[src/rtl/pbtn_event_capture.sv]
// pbtn_event_capture
// Converts debounced pushbutton and switch levels into sticky, clear-on-read
// events for a kcpsm6 input port:
//   - button press edges;
//   - optional press-and-hold auto-repeat;
//   - a switch-change flag;
//   - an overrun flag.
// It also raises a kcpsm6 interrupt/interrupt_ack handshake, so firmware does
// not need to poll the buttons.
//
// Status byte: evt_data = {1'b0, overrun, swtch_chg, pbtn_evt[4:0]}.

module pbtn_event_capture #(
  parameter int SIMULATE     = 0,
  parameter int REPEAT_EN    = 1,
  parameter int REPEAT_DELAY = (SIMULATE != 0) ? 5 : 50_000_000,
  parameter int REPEAT_RATE  = (SIMULATE != 0) ? 3 : 10_000_000
) (
  input  logic       clk,
  input  logic       reset,
  input  logic [4:0] pbtn_db,
  input  logic [7:0] swtch_db,
  input  logic       rd_strobe,
  input  logic       interrupt_ack,
  output logic [7:0] evt_data,
  output logic       interrupt
);

  // The counter fires on the cycle in which it holds REPEAT_DELAY-1, so the
  // repeat event lands in the register exactly REPEAT_DELAY edges after the
  // last input change. Reloading to REPEAT_DELAY-REPEAT_RATE then yields one
  // repeat every REPEAT_RATE edges while the buttons stay held.
  localparam logic [26:0] RPT_FIRE   = 27'(REPEAT_DELAY - 1);
  localparam logic [26:0] RPT_RELOAD = 27'(REPEAT_DELAY - REPEAT_RATE);

  typedef enum logic [1:0] {
    IDLE,
    REQ,
    WAIT_CLR
  } state_t;

  state_t      state;
  logic [4:0]  pb_q;
  logic [7:0]  sw_q;
  logic [26:0] hold_cnt;
  logic [4:0]  pbtn_evt;
  logic        swtch_chg;
  logic        overrun;

  logic [4:0]  press;
  logic [4:0]  rpt;
  logic [4:0]  new_pb;
  logic        sw_change;
  logic        hold_active;
  logic        rpt_fire;
  logic        pending;

  assign press       = pbtn_db & ~pb_q;
  assign sw_change   = |(swtch_db ^ sw_q);
  assign hold_active = (pbtn_db == pb_q) && (pbtn_db != 5'd0);
  assign rpt_fire    = (REPEAT_EN != 0) && hold_active && (hold_cnt == RPT_FIRE);
  assign rpt         = rpt_fire ? pbtn_db : 5'd0;
  assign new_pb      = press | rpt;
  assign pending     = |{overrun, swtch_chg, pbtn_evt};

  assign evt_data = {1'b0, overrun, swtch_chg, pbtn_evt};

  // Previous-cycle input copies for edge detection. This block has no reset
  // branch: a reset loads the same value, the current inputs, so levels that
  // are already active at reset never look like new edges afterwards.
  always_ff @(posedge clk) begin
    pb_q <= pbtn_db;
    sw_q <= swtch_db;
  end

  // Shared hold counter.
  // It restarts on any button change or when no button is held, and reloads
  // after each repeat so that later repeats come at the faster rate.
  always_ff @(posedge clk) begin
    if (reset || !hold_active || (REPEAT_EN == 0)) begin
      hold_cnt <= 27'd0;
    end else if (hold_cnt == RPT_FIRE) begin
      hold_cnt <= RPT_RELOAD;
    end else begin
      hold_cnt <= hold_cnt + 27'd1;
    end
  end

  // Sticky event bits: a read clears them, but a new event in the same cycle
  // wins. Overrun flags a button event that lands on a bit that is still
  // unread.
  always_ff @(posedge clk) begin
    if (reset) begin
      pbtn_evt  <= 5'd0;
      swtch_chg <= 1'b0;
      overrun   <= 1'b0;
    end else begin
      pbtn_evt  <= (rd_strobe ? 5'd0 : pbtn_evt) | new_pb;
      swtch_chg <= (rd_strobe ? 1'b0 : swtch_chg) | sw_change;
      overrun   <= (rd_strobe ? 1'b0 : overrun) |
                   ((|(new_pb & pbtn_evt)) & ~rd_strobe);
    end
  end

  // Interrupt handshake.
  // The request is held until it is acknowledged. The FSM then waits for the
  // firmware read before it can raise the request again.
  always_ff @(posedge clk) begin
    if (reset) begin
      state     <= IDLE;
      interrupt <= 1'b0;
    end else begin
      unique case (state)
        IDLE: begin
          if (pending) begin
            state     <= REQ;
            interrupt <= 1'b1;
          end
        end
        REQ: begin
          if (interrupt_ack) begin
            state     <= WAIT_CLR;
            interrupt <= 1'b0;
          end
        end
        WAIT_CLR: begin
          if (rd_strobe) begin
            state <= IDLE;
          end
        end
        default: begin
          state     <= IDLE;
          interrupt <= 1'b0;
        end
      endcase
    end
  end

endmodule
[config.mk]
export PLATFORM = sky130hd
export DESIGN_NAME = pbtn_event_capture
export DESIGN_NICKNAME = d
export VERILOG_FILES = /design/src/rtl/pbtn_event_capture.sv
export SDC_FILE = /design/constraint.sdc
export NUM_CORES = 1
export LEC_CHECK = 0
export CORE_MARGIN = 5
export CORE_UTILIZATION = 47
export DETAILED_ROUTE_END_ITERATION = 16
export DONT_BUFFER_PORTS = 1
export MAX_ROUTING_LAYER = met4
export PLACE_DENSITY = 0.7
export REMOVE_ABC_BUFFERS = 1
export SETUP_SLACK_MARGIN = 0.05
export SKIP_LAST_GASP = 1
export SLEW_MARGIN = 40
export SYNTH_ARGS = -nofsm -noshare
export SYNTH_HDL_FRONTEND = slang
export SYNTH_SLANG_ARGS = --single-unit
[constraint.sdc]
create_clock -name clk -period 5.5 [get_ports clk]
set_clock_uncertainty 0.2 [all_clocks]
set_input_delay 1.1 -clock clk [delete_from_list [all_inputs] [get_ports clk]]
set_output_delay 1.1 -clock clk [all_outputs]
set_load 0.03 [all_outputs]
==> results.txt <==
The height of the die is 78.55 um. The detailed-route wire length came out at 4.329 mm. Slowest cell on the critical path: nor3b_2. In this run the biggest area consumer among cell types represents 45.33% of the synthesized area.

The H-tree generated during clock tree synthesis spans 2 levels. Reg-to-reg endpoint: hold_cnt[26]$_SDFF_PP0_. During placement, the flow inserted port buffers numbering 0. For this design the top-level I/O count stands at 26.

The tools report the wire length of the first global-routing pass as 7.576 mm. The later pin in the worst-skew pair is clocked with a latency of 300 ps. For this run, the share of the core covered by cells in the final layout is 51.41%. The maximum number of pins on one net before global-route repair was 28; the total DRC errors in the routed layout was 0.

The tools report the net total in the final layout as 259. The setup path with the least slack is of type in2reg. The worst setup path is launched from an input pin. At the pin with the least slew margin, the transition time is 720.6 ps.

The worst reg-to-reg path cell count came out at 5. The tools report the category of the worst setup path capture point as a register. The worst hold path stage count was 1.

The source of the worst register-to-register timing path is hold_cnt[0]$_SDFF_PP0_. The die is 78.55 um wide. The repair_antennas step left the layout with diodes totalling 0.

In this run the mean area of a mapped cell was 9.279 sq um. For the post-place setup slack, the log shows 2598 ps. Across every metal layer, demand over resource in global routing totals 15.38%. The total number of yosys warnings came out at 0. The dominant cell type by area after synthesis is dfxtp_1. The flop and latch count out of synthesis was 50; the leakage power was 0.7494 nW. The register-to-register setup slack is 3030 ps, and the number of clock sinks is 50. After legalization and detailed placement, the total HPWL measured 2.984 mm. The initial core utilization was 47.70%; the tightest hold margin was 297.1 ps. The instance count of the mapped netlist was 238. The signal on the critical path passes through ha_1, nand4_1, nor3b_2, o21ai_4, a211oi_1. Setup violations remaining at the end of the flow were counted as 0. For the number of nets still failing antenna checks after routing, the log shows 0. In this run the post-CTS setup repair buffer count came out at 0. Routability-driven placement finished with a final weighted congestion of 0.7982. The highest achievable clock rate is 387.6 MHz, and the max-slew violation count is 0.

In this run, the number of DRC markers left after iteration 0 of detailed routing was 95. The data required time of the critical path was 5510 ps; the number of filler instances in the final layout was 453. The number of global-route vias before repair is 1720. The register area share after synthesis was 45.33%. In the post-synthesis netlist, the biggest area contributors are dfxtp_1 (45%), a21oi_1 (4.1%), xnor2_1 (4.0%). Final-report hold violation count: 0. TritonCTS built the clock tree. In the final layout, the multi-input gates occupy 1129 sq um. The post-route netlist has 9.705% of its cells at a drive strength greater than 1.

The tree is rooted in a clkbuf_8. After clock tree synthesis, the repair step resized 0 gates. After detailed routing, the number of vias per cell comes to 5.986.

The pre-antenna-repair detailed-routing pass consisted of 4 iterations. For the number of core rows, the log shows 25. Setup repair after global routing left no endpoint under its margin. Across the whole layout, storage elements account for 1001 sq um.

For the non-filler instance count after layout, the log shows 291. Relative to the synthesized area, the layout overhead comes to 7.762%. Startpoint of the worst hold path: hold_cnt[0]$_SDFF_PP0_. The total standard cell area after synthesis was 2208 sq um; the initial antenna violation count was 0. The peak supply drop came out at 0.1445 mV. The placed instance count is 283, and the setup total negative slack is 0 ps. For the final worst slack, the log shows 2920 ps.

The run finished with clean final reports. In the final routed layout, each cell accounts on average for 14.88 um. In this run the tightest slew margin relative to its limit is 51.78%.

For this run, the slowest stage of the critical path takes 490 ps. The final route contains 1742 vias. The post-CTS clock slew at the launch and capture registers of the worst setup and hold paths came out at 90 ps.

The path with the worst hold slack has its endpoint at hold_cnt[0]$_SDFF_PP0_. The min-delay analysis places its worst path in the category reg2reg. The peak fanout along the critical path was 27; the number of different library cells in the post-synthesis netlist was 43.

The final critical delay including setup and external delays was 2580 ps; the maximum buffer depth of the clock tree was 2. The logs give 0 for the number of hold buffers added after cts and 0 for the global-route congestion overflow total. The CTS buffer count came out at 5. Max-cap violations in this run came to 0. The data arrival time of the worst path is 2590 ps, and the placeable core area is 4629 sq um. The power per standard cell area is 301.9 nW/um^2, and the part of the cycle the worst path needs is 46.91%. The total die area came out at 6169 sq um.
[cell type report]
class	instances	area share [%]
flip-flops and latches	50	42.06
multi-input cells	168	47.42
clock inverters	3	2.892
inverters	10	1.577
repair buffers	1	0.3155
clock buffers	5	2.892
well taps	54	2.839
[logic make-up (layout without fill, tap and decap cells)]
kind of cell    after synthesis  after routing  synth area share (%)
compound gates               53             53                 15.64
xor+xnor                     20             20                 7.932
fa+ha+maj                     6              6                 3.399
buf+inv                      20             19                 4.306
flops                        50             50                 45.33
other cells                   1              1                0.1698
simple gates                 88             88                 23.23
[cell usage in the layout (no fill, tap or decap), drive strengths merged, types with 8 or more instances in the layout]
| cell | netlist | layout |
|---|---|---|
| inv | 10 | 10 |
| nor2 | 10 | 10 |
| xor2 | 10 | 10 |
| or4 | 10 | 10 |
| nand3 | 8 | 8 |
| dfxtp | 50 | 50 |
| nor3 | 14 | 14 |
| a211oi | 8 | 8 |
| xnor2 | 10 | 10 |
| a21oi | 18 | 18 |
| nand2 | 14 | 14 |
[report_power, final]
group / total, mW / switching [mW] / internal (mW) / leakage, nW
Sequential: 0.387 / 0.0150 / 0.372 / 0.410
Clock: 0.304 / 0.122 / 0.182 / 0.0683
Combinational: 0.0276 / 0.0134 / 0.0142 / 0.271
Total: 0.719 / 0.150 / 0.568 / 0.749
[flip-flops by register name, summed over array words and instances (netlist names)]
| register | count |
|---|---|
| pb_q | 5 |
| state | 2 |
| overrun | 1 |
| pbtn_evt | 5 |
| swtch_chg | 1 |
| hold_cnt | 27 |
| interrupt | 1 |
| sw_q | 8 |
[routing by layer]
| layer | share of wire, % | wire [um] | GRT usage, % | vias to the layer above |
|---|---|---|---|---|
| met2 | 46 | 2010 | 25.21 | 27 |
| met1 | 47 | 2045 | 17.89 | 829 |
| met3 | 4.8 | 208 | 4.128 | 7 |
| met4 | 1.5 | 65 | 6.119 | 0 |
| met5 | 0 | 0 | - | - |
| li1 | - | - | - | 879 |
[cell usage after synthesis, drive strengths merged]
master	instances
o21bai	1
and4	1
ha	6
nor3	14
conb	1
inv	10
nor4bb	1
or4	10
a222oi	1
nor2	10
nand4	5
or3	7
a31o	6
buf	5
nor3b	2
and3	2
clkbuf	5
nor4	6
nor2b	1
nand2b	1
a31oi	1
o21ai	7
a22oi	3
a2111oi	1
a21oi	18
nand2	14
or3b	1
xor2	10
nand4b	2
nand3b	2
dfxtp	50
nor4b	1
xnor2	10
o31ai	7
a211oi	8
nand3	8
[worst max-delay path by stage]
stage,startpoint,end,slack (ps)
after global routing,pbtn_db[1],hold_cnt[23]$_SDFF_PP0_,2770
final,pbtn_db[1],hold_cnt[15]$_SDFF_PP0_,2920
after detailed placement,pbtn_db[1],hold_cnt[16]$_SDFF_PP0_,2600
after global placement,pbtn_db[2],hold_cnt[24]$_SDFF_PP0_,2230
after CTS,pbtn_db[1],hold_cnt[16]$_SDFF_PP0_,2920
after floorplan,pbtn_db[1],hold_cnt[15]$_SDFF_PP0_,2390
[critical path: cells and delay by family]
family,cells,cell delay (ps)
compound gates,2,640
fa+ha+maj,1,260
simple gates,2,590
[per-stage QoR]
| step | area, sq um | power (mW) |
|---|---|---|
| after global placement | 2230 | 0.4223 |
| after CTS | 2380 | 0.7276 |
| final | 2380 | 0.7185 |
| after detailed placement | 2242 | 0.4230 |
| after floorplan | 2151 | 0.4161 |
| after global routing | 2380 | 0.7456 |
No activity file was read; power rests on OpenSTA's default activity.
